===== config.mk =====
export PLATFORM = sky130hd
export DESIGN_NAME = pm1_share_arb
export DESIGN_NICKNAME = d
export VERILOG_FILES = /design/src/rtl/pm1_share_pkg.sv /design/src/rtl/pm1_rr_pick.sv /design/src/rtl/pm1_share_arb.sv
export SDC_FILE = /design/constraint.sdc
export NUM_CORES = 1
export LEC_CHECK = 0
export ABC_AREA = 1
export CORE_UTILIZATION = 42
export DETAILED_ROUTE_END_ITERATION = 8
export GPL_ROUTABILITY_DRIVEN = 0
export PLACE_DENSITY = 0.91
export SLEW_MARGIN = 10
export SYNTH_ARGS = -nofsm -noshare
export SYNTH_HDL_FRONTEND = slang
export SYNTH_SLANG_ARGS = --single-unit

===== constraint.sdc =====
create_clock -name clk -period 2.39 [get_ports clk]
set_input_delay 0.3585 -clock clk [delete_from_list [all_inputs] [get_ports clk]]
set_output_delay 0.3585 -clock clk [all_outputs]
set_load 0.05 [all_outputs]

===== src/rtl/pm1_share_pkg.sv =====
// Shared types and constants for the pm1 sharing front-end.
package pm1_share_pkg;

    localparam int unsigned IW  = 16;
    localparam int unsigned OW  = 13;
    localparam int unsigned CW  = 4;
    localparam int unsigned PCW = 16;

    typedef enum logic [1:0] {
        IDLE     = 2'd0,
        SETTLE_S = 2'd1,
        RESP     = 2'd2
    } state_e;

    // pm1 input bit positions
    localparam int unsigned PM_A = 15;
    localparam int unsigned PM_B = 14;
    localparam int unsigned PM_C = 13;
    localparam int unsigned PM_D = 12;
    localparam int unsigned PM_E = 11;
    localparam int unsigned PM_G = 10;
    localparam int unsigned PM_H = 9;
    localparam int unsigned PM_I = 8;
    localparam int unsigned PM_J = 7;
    localparam int unsigned PM_K = 6;
    localparam int unsigned PM_L = 5;
    localparam int unsigned PM_M = 4;
    localparam int unsigned PM_N = 3;
    localparam int unsigned PM_O = 2;
    localparam int unsigned PM_P = 1;
    localparam int unsigned PM_Q = 0;

    // pm1 output bit positions
    localparam int unsigned PM_R  = 12;
    localparam int unsigned PM_S  = 11;
    localparam int unsigned PM_T  = 10;
    localparam int unsigned PM_U  = 9;
    localparam int unsigned PM_V  = 8;
    localparam int unsigned PM_W  = 7;
    localparam int unsigned PM_X  = 6;
    localparam int unsigned PM_Y  = 5;
    localparam int unsigned PM_Z  = 4;
    localparam int unsigned PM_A0 = 3;
    localparam int unsigned PM_B0 = 2;
    localparam int unsigned PM_C0 = 1;
    localparam int unsigned PM_D0 = 0;

    function automatic logic [PCW-1:0] sat_inc(input logic [PCW-1:0] v);
        return (v == {PCW{1'b1}}) ? v : v + PCW'(1);
    endfunction

endpackage


===== src/rtl/pm1_rr_pick.sv =====
// Combinational round-robin picker: first set request at or above ptr, wrapping to 0.
module pm1_rr_pick #(
    parameter int unsigned NREQ = 4
) (
    input  logic [NREQ-1:0]         req,
    input  logic [$clog2(NREQ)-1:0] ptr,
    output logic [NREQ-1:0]         gnt,
    output logic [$clog2(NREQ)-1:0] id,
    output logic                    any
);

    localparam int unsigned IDW = $clog2(NREQ);

    // Upper pass covers ptr..NREQ-1, lower pass handles the wrap.
    always_comb begin
        gnt = '0;
        id  = '0;
        any = 1'b0;
        for (int i = 0; i < int'(NREQ); i++) begin
            if (!any && req[i] && (i >= int'(ptr))) begin
                any    = 1'b1;
                gnt[i] = 1'b1;
                id     = IDW'(i);
            end
        end
        for (int i = 0; i < int'(NREQ); i++) begin
            if (!any && req[i]) begin
                any    = 1'b1;
                gnt[i] = 1'b1;
                id     = IDW'(i);
            end
        end
    end

endmodule


===== src/rtl/pm1_share_arb.sv =====
// Shares one external pm1 decode datapath among NREQ requesters, one transaction at a time.
// Optional per-requester grant counters on perf_cnt when PM1_SHARE_ARB_PERF_EN is defined.
module pm1_share_arb
    import pm1_share_pkg::*;
#(
    parameter int unsigned NREQ   = 4,
    parameter int unsigned SETTLE = 1
) (
    input  logic                    clk,
    input  logic                    rst_n,
    input  logic [NREQ-1:0]         req_valid,
    input  logic [NREQ*IW-1:0]      req_data,
    output logic [NREQ-1:0]         req_ready,
    output logic                    rsp_valid,
    input  logic                    rsp_ready,
    output logic [$clog2(NREQ)-1:0] rsp_id,
    output logic [OW-1:0]           rsp_data,
    output logic [IW-1:0]           pm_in,
    input  logic [OW-1:0]           pm_out,
`ifdef PM1_SHARE_ARB_PERF_EN
    output logic [NREQ*PCW-1:0]     perf_cnt,
`endif
    output logic                    busy
);

    localparam int unsigned IDW = $clog2(NREQ);

    state_e         state_q, state_d;
    logic [IDW-1:0] ptr_q, ptr_d;
    logic [CW-1:0]  cnt_q, cnt_d;
    logic [IW-1:0]  pm_in_d;
    logic [IDW-1:0] rsp_id_d;
    logic [OW-1:0]  rsp_data_d;
    logic           rsp_valid_d;
    logic           busy_d;

    logic [NREQ-1:0] pick_gnt;
    logic [IDW-1:0]  pick_id;
    logic            pick_any;
    logic            grant_fire;

    pm1_rr_pick #(.NREQ(NREQ)) u_pick (
        .req (req_valid),
        .ptr (ptr_q),
        .gnt (pick_gnt),
        .id  (pick_id),
        .any (pick_any)
    );

    assign grant_fire = (state_q == IDLE) && pick_any;

    // Next-state and datapath selection; req_ready is the only combinational output.
    always_comb begin
        state_d    = state_q;
        ptr_d      = ptr_q;
        cnt_d      = cnt_q;
        pm_in_d    = pm_in;
        rsp_id_d   = rsp_id;
        rsp_data_d = rsp_data;
        req_ready  = '0;
        unique case (state_q)
            IDLE: begin
                if (grant_fire) begin
                    req_ready = pick_gnt & {NREQ{rst_n}};
                    for (int i = 0; i < int'(NREQ); i++) begin
                        if (pick_gnt[i]) pm_in_d = req_data[i*IW +: IW];
                    end
                    rsp_id_d = pick_id;
                    ptr_d    = (pick_id == IDW'(NREQ - 1)) ? '0 : pick_id + IDW'(1);
                    cnt_d    = CW'(SETTLE - 1);
                    state_d  = SETTLE_S;
                end
            end
            SETTLE_S: begin
                if (cnt_q == '0) begin
                    rsp_data_d = pm_out;
                    state_d    = RESP;
                end else begin
                    cnt_d = cnt_q - CW'(1);
                end
            end
            RESP: begin
                if (rsp_ready) state_d = IDLE;
            end
            default: state_d = IDLE;
        endcase
        rsp_valid_d = (state_d == RESP);
        busy_d      = (state_d != IDLE);
    end

    always_ff @(posedge clk) begin
        if (!rst_n) begin
            state_q   <= IDLE;
            ptr_q     <= '0;
            cnt_q     <= '0;
            pm_in     <= '0;
            rsp_id    <= '0;
            rsp_data  <= '0;
            rsp_valid <= 1'b0;
            busy      <= 1'b0;
        end else begin
            state_q   <= state_d;
            ptr_q     <= ptr_d;
            cnt_q     <= cnt_d;
            pm_in     <= pm_in_d;
            rsp_id    <= rsp_id_d;
            rsp_data  <= rsp_data_d;
            rsp_valid <= rsp_valid_d;
            busy      <= busy_d;
        end
    end

`ifdef PM1_SHARE_ARB_PERF_EN
    logic [PCW-1:0] perf_q [NREQ];

    // Saturating per-requester grant counters.
    always_ff @(posedge clk) begin
        if (!rst_n) begin
            for (int i = 0; i < int'(NREQ); i++) perf_q[i] <= '0;
        end else if (grant_fire) begin
            for (int i = 0; i < int'(NREQ); i++) begin
                if (pick_gnt[i]) perf_q[i] <= sat_inc(perf_q[i]);
            end
        end
    end

    for (genvar g = 0; g < int'(NREQ); g++) begin : g_perf
        assign perf_cnt[g*PCW +: PCW] = perf_q[g];
    end
`endif

endmodule


==> results of run 1 <==
==> per-layer routing <==
metal	vias to the layer above	share of wire (%)	global-route usage, %
met5	-	0	0
li1	1296	-	-
met4	0	4.1	12.4
met3	30	7.8	7.05
met1	1180	38	32.2
met2	143	50	44.9
==> worst max path at each step <==
| stage | to | cells after the start |
|---|---|---|
| 2_1_floorplan | req_ready[1] | 10 |
| 3_3_place_gp | req_ready[2] | 10 |
| 3_5_place_dp | cnt_q[1] | 10 |
| 4_1_cts | req_ready[2] | 10 |
| 5_1_grt | req_ready[2] | 10 |
| 6_report | req_ready[2] | 10 |
==> power by group through the flow <==
stage / Combinational (mW) / Sequential (mW) / Clock, mW
2_1_floorplan: 1.07 / 2.01 / 0
3_5_place_dp: 2.85 / 1.17 / 0
6_report: 2.87 / 1.16 / 0.477
3_3_place_gp: 2.78 / 1.15 / 0
4_1_cts: 2.86 / 1.16 / 0.473
5_1_grt: 3.06 / 1.20 / 0.506
==> state kept, by name (all words and copies together) (netlist names) <==
register and count:
pm_in 16, rsp_id 2, busy 1, state_q 2, rsp_valid 1, rsp_data 13
ptr_q 2, cnt_q 4
==> timing repair <==
item	in CTS	in global routing
setup endpoints to repair	0	3
gates resized for setup	0	1
endpoints found under the hold margin	0	0
==> tightest hold or removal path: cells and delay by family, from the launching register on <==
family	cells	cell delay, ns
DFF	1	0.34
and+or+nand+nor	1	0.07
AOI/OAI and AO/OA	1	0.07
==> stage by stage <==
step | util [%] | setup WS, ns
after floorplan | - | 0.0877
after global placement | 71.9 | 0.148
after detailed placement | 71.9 | 0.136
after CTS | 73.7 | 0.121
after global routing | 73.8 | 0.0272
final | 73.8 | 0.115
==> final cells by class <==
type	count	area, sq um	share of cell area, %
well taps	67	83.8	2.33
inverters	32	120	3.34
flip-flops and latches	41	821	22.8
clock buffers	6	82.6	2.29
clock inverters	1	7.51	0.209
multi-input cells	230	1160	32.3
repair buffers	129	1320	36.7
==> placed cells by master (no fill, tap or decap), types with 2 or more instances in the layout <==
cell | netlist | final
nand3_1 | 38 | 38
o21ai_1 | 19 | 19
inv_1 | 28 | 28
nand2_4 | 3 | 3
inv_2 | 4 | 4
nand2_2 | 12 | 12
a31oi_1 | 2 | 2
ha_1 | 2 | 2
buf_4 | 2 | 8
nand2_1 | 32 | 32
clkdlybuf4s50_1 | 0 | 116
buf_12 | 0 | 5
clkbuf_8 | 0 | 6
a21oi_1 | 53 | 53
o21ai_0 | 16 | 16
nor2_1 | 42 | 41
dfxtp_1 | 41 | 41
nor3_1 | 3 | 3
a21oi_2 | 2 | 2
==> logic make-up after synthesis <==
logic type                 Yosys count  share of synthesized area (%)
AOI/OAI and AO/OA                   93                           21.7
buffers and inverters               50                           10.1
DFF                                 41                           37.3
and+or+nand+nor                    135                           29.9
adders and majority gates            2                           1.14
==> results.toml, run 1 <==
[synthesis]
post-synth-top-count-cell = "a21oi_1"
ys_seq_area_share_pct = 37.3
synth_largest_area_cell = "dfxtp_1"
synth_area_leaders = "dfxtp_1 37%, a21oi_1 12%, nand3_1 8.6%"
async_reset_ff_share_pct = 0
syn_area_sq_um = 2200
synth.avg_cell_area_sq_um = 6.86
synth-seq-cells = 41
synth.top_cells.by_count = "53 x a21oi_1, 42 x nor2_1, 41 x dfxtp_1"
synth_cells = 321
synthFlopType = "dfxtp_1"
synth_cell_types = 26
synth_warnings = 0
synth_nets = 407
yosys.area.top_type_share_pct = 37.3
synth-edff-count = 0

[route]
vias = 2649
first_pass_iters = 5
drtIter0Drc = 179
routed_wl_um = 7330
drt-wirelength-per-cell_um = 14.5
drc_errors = 0
vias_per_cell = 5.24
antenna_left = 0

[timing]
tns_ns = 0
fmax_ghz = 0.440
tightest_slew_ns = 0.548
skew_ns = 0.00472
timing.hold.ws_ns = 0.514
hold_viol_final = 0
relSlewSlack_pct = 63.4
finalMaxSlewViolations = 0
period_needed_ns = 2.27
fin_crit_sh_pct = 95.2
grt_setup_unrepaired = "false"
finalSetupViolCount = 0

[global_route]
grt_pass1_wl_um = 11200
grt_start_max_net_pins = 37
grt_usage_pct = 26.9
gr-total-overflow = 0
grt_pass1_vias = 2442
antenna_found_initial = 0

[placement]
dp_hpwl_um = 5490
postPlaceCellArea_sq_um = 3510
dp_cells = 499
portBuffers = 120

[cells_and_area]
instances_no_fill = 506
final_cell_area_sq_um = 3600
drive_gt1_share_pct = 10.5
num_antenna_cells = 0
nets = 525
syn2layout_area_growth_pct = 63.4
fillCellCount = 395

[power_and_ir_drop]
peakVddDrop_uv = 737
combPwrFrac_pct = 63.7
power_density_nw_per_um2 = 1250
switching_share_pct = 51.3
internal_power_mw = 2.20
p_total_mw = 4.51
p_sw_mw = 2.32
power_frac_seq_pct = 25.8
p_leak_nw = 1.55
p_clk_share_pct = 10.6

[worst_setup_path]
critical_path_peak_fanout = 4
crit_type = "in2out"
startpoint_type = "input pin"
rr_endpoint = "cnt_q[1]"
rrSetupSlack_ns = 0.51
crit_chain = "clkdlybuf4s50_1 -> nand2_2 -> nand2_4 -> nor2_8 -> nand4_1 -> nand2_2 -> inv_2 -> nand2_1 -> nor2_1 -> buf_12"
crit_path_frequent_cell = "nand2_2"
reg2reg_from = "ptr_q[1]"
cpMaxStageDelayCell = "clkdlybuf4s50_1"
crit_path_end_kind = "output port"
cp.arrival_ns = 1.92
crit_family = "buffers and inverters"
critPathBufInv = 3
critPathLaunch = "req_valid[2]"
reg2reg_depth = 10
critical_path_required_ns = 2.03
max_stage_delay_ns = 0.55

[floorplanning]
fp.dieW_um = 74.4
core_sq_um = 4880
ioPinCount = 121
dieArea_sq_um = 5540
row_count = 25
die_y_um = 74.4
start_util_pct = 45.2

[hold_path]
holdPathStages = 2
hold_path.class = "reg2reg"
hold_end = "rsp_id[1]"
hold_start = "rsp_id[1]"

[job]
drv_cap = 0

[clock_network]
clock_sinks = 41
clock_latency_ns = 0.30
postCtsSetupBuffers = 0
cts_buffers = 5
clock-root-buffer = "clkbuf_8"
ctsHoldBuffers = 0
cts_tree = "built"
clk_pin_slew_ns = 0.08
cts_max_level = 2
clockBufferDepth = 2

[status]
run_status = "finished clean"
Note: power is estimated with default switching activity, not from simulation.
==> run 2: changes to the inputs <==
--- a/config.mk
+++ b/config.mk
@@ -5,12 +5,13 @@
 export SDC_FILE = /design/constraint.sdc
 export NUM_CORES = 1
 export LEC_CHECK = 0
-export ABC_AREA = 1
-export CORE_UTILIZATION = 42
+export ABC_AREA = 0
+export CORE_UTILIZATION = 43
 export DETAILED_ROUTE_END_ITERATION = 8
 export GPL_ROUTABILITY_DRIVEN = 0
-export PLACE_DENSITY = 0.91
+export PLACE_DENSITY = 0.92
 export SLEW_MARGIN = 10
 export SYNTH_ARGS = -nofsm -noshare
 export SYNTH_HDL_FRONTEND = slang
+export SYNTH_HIERARCHICAL = 1
 export SYNTH_SLANG_ARGS = --single-unit
==> run 2 against run 1 <==
Compared with the run above:
- via count is 3.6% lower
- synthesized area up 4.1%
- non-clock buffer count grew 12
- critical path depth shrank 3
- largest cell class unchanged
==> results.toml, run 2 <==
[clock_network]
clock-root-buffer = "clkbuf_8"
clock_sinks = 41
ctsHoldBuffers = 0
cts_buffers = 5
clock_latency_ns = 0.29
cts_tree = "built"
clockBufferDepth = 2
clk_pin_slew_ns = 0.08
cts_max_level = 2

[timing]
grt_setup_unrepaired = "true"
skew_ns = 0.00721
tightest_slew_ns = 0.650
relSlewSlack_pct = 56.6
fin_crit_sh_pct = 98.2
hold_viol_final = 0
timing.hold.ws_ns = 0.462
finalSetupViolCount = 0
tns_ns = 0
period_needed_ns = 2.35
fmax_ghz = 0.426
finalMaxSlewViolations = 0

[synthesis]
synth_fa_ha_area_share_pct = 1.09
synth_compound_area_share_pct = 32.3
synth_nets = 342
synthXorXnorAreaFrac_pct = 0
post-synth-top-count-cell = "dfxtp_1"
synth-simple-area-share_pct = 14.2
synth.avg_cell_area_sq_um = 8.96
synth.mux.area_fraction_pct = 8.67
async_reset_ff_share_pct = 0
synth_largest_area_cell = "dfxtp_1"
synth.top_cells.by_count = "41 x dfxtp_1, 40 x a21oi_1, 19 x clkbuf_1"
synth_warnings = 6
synth-edff-count = 0
synthFlopType = "dfxtp_1"
synth_cells = 256
yosys.area.top_type_share_pct = 35.8
synth_top_family_by_area = "compound AO/OA/AOI/OAI gates"
ys_seq_area_share_pct = 35.8
syn_area_sq_um = 2290
synth_area_leaders = "dfxtp_1 36%, a21oi_1 8.7%, mux2_2 7.4%"
synth_cell_types = 44
synth-seq-cells = 41

[cells_and_area]
num_antenna_cells = 0
final_cell_mix = "116 x clkdlybuf4s50_1, 40 x a21oi_1, 39 x dfxtp_1"
largest_registers = "pm_in (16), rsp_data (13), cnt_q (4)"
largest_reg_flops = 16
fillCellCount = 383
syn2layout_area_growth_pct = 63.6
top_register = "pm_in"
drive_gt1_share_pct = 18.8
mostFrequentLayoutCell = "clkdlybuf4s50_1"
nets = 462

[floorplanning]
ioPinCount = 121
dieArea_sq_um = 5630
start_util_pct = 44.9
die_y_um = 75.0
core_sq_um = 5110
fp.dieW_um = 75.0
row_count = 26

[hold_path]
hold_path.class = "reg2reg"
hold_start = "rsp_id[0]"
hold_end = "rsp_id[0]"
holdPathStages = 2

[worst_setup_path]
startpoint_type = "input pin"
crit_path_end_kind = "output port"
critical_path_peak_fanout = 19
rr_endpoint = "pm_in[3]"
rrSetupSlack_ns = 0.30
cp.arrival_ns = 1.99
critical_path_required_ns = 2.03
crit_type = "in2out"
reg2reg_from = "ptr_q[0]"
reg2reg_depth = 7

[placement]
dp_hpwl_um = 5580
portBuffers = 120

[route]
drt-wirelength-per-cell_um = 16.6
routed_wl_um = 7410
drtIter0Drc = 157
vias_per_cell = 5.71
vias = 2553
antenna_left = 0
first_pass_iters = 5
drc_errors = 0

[power_and_ir_drop]
p_leak_nw = 1.37
p_sw_mw = 2.49
power_frac_seq_pct = 24.2
power_density_nw_per_um2 = 1330
p_clk_share_pct = 9.1
combPwrFrac_pct = 66.7
peakVddDrop_uv = 872
switching_share_pct = 49.9
internal_power_mw = 2.50

[job]
drv_cap = 0

[global_route]
grt_pass1_vias = 2385
grt_start_max_net_pins = 25
gr-total-overflow = 0
grt_pass1_wl_um = 11000
grt_usage_pct = 25.8
antenna_found_initial = 0

[status]
run_status = "finished clean"
==> run 2: through the flow <==
stage	utilization [%]	std cells	instance area, sq um	power, mW	setup WS [ns]
after floorplan	-	256	2290	3.48	0.114
after global placement	71.2	439	3630	4.40	-0.260
after detailed placement	71.2	439	3630	4.49	-0.431
after CTS	73.1	447	3730	4.97	0.0367
after global routing	73.5	447	3750	5.29	-0.0363
final	73.5	447	3750	4.99	0.0438
==> run 2: timing repair <==
| action | CTS | global route |
|---|---|---|
| endpoints found under the hold margin | 0 | 0 |
| buffers inserted | 0 | 0 |
| endpoints found under the setup margin | 15 | 12 |
| resized for setup | 3 | 5 |
==> run 2: final cells by class <==
class | instances | area [sq um] | area share [%]
clock buffer | 5 | 68.8 | 1.83
multi-input combinational | 182 | 1320 | 35.2
timing repair buffer | 141 | 1410 | 37.6
clock inverter | 3 | 22.5 | 0.600
sequential | 41 | 823 | 21.9
tap | 70 | 87.6 | 2.33
inverter | 5 | 18.8 | 0.500
==> run 2: worst max-delay path, cell delays in order <==
cell and delay (ns):
clkdlybuf4s50_1 0.41, buf_4 0.16, a21oi_1 0.13, o221a_2 0.28
buf_4 0.26, and3_1 0.23, buf_12 0.15
==> run 2: worst max-delay path by stage <==
stage	slack (ns)	endpoint	cells after the start	from
after floorplan	0.11	pm_in[10]	9	req_valid[2]
after global placement	-0.26	pm_in[6]	7	req_valid[0]
after detailed placement	-0.43	pm_in[3]	7	req_valid[3]
after CTS	0.04	req_ready[0]	8	req_valid[1]
after global routing	-0.04	req_ready[2]	9	req_valid[2]
final	0.04	req_ready[3]	7	req_valid[2]
==> run 2: power groups by stage <==
stage / clock network (mW) / logic, mW / registers, mW
after global placement: 0 / 3.21 / 1.19
final: 0.454 / 3.33 / 1.21
after floorplan: 0 / 1.53 / 1.95
after detailed placement: 0 / 3.29 / 1.20
after global routing: 0.494 / 3.55 / 1.24
after CTS: 0.466 / 3.31 / 1.20
==> run 2: cell families after synthesis <==
kind of cell	after synthesis
and+or+nand+nor	59
DFF	41
AOI/OAI and AO/OA	103
adders and majority gates	2
muxes	18
buffers and inverters	33
==> run 2: routing by layer <==
metal	wire [um]	up-vias	part of all wire, %	global-route usage, %
met3	523	12	7.1	6.96
met1	2810	1232	38	27.7
met2	3940	92	53	48.6
li1	-	1217	-	-
met5	0	-	0	0
met4	133	0	1.8	8.39
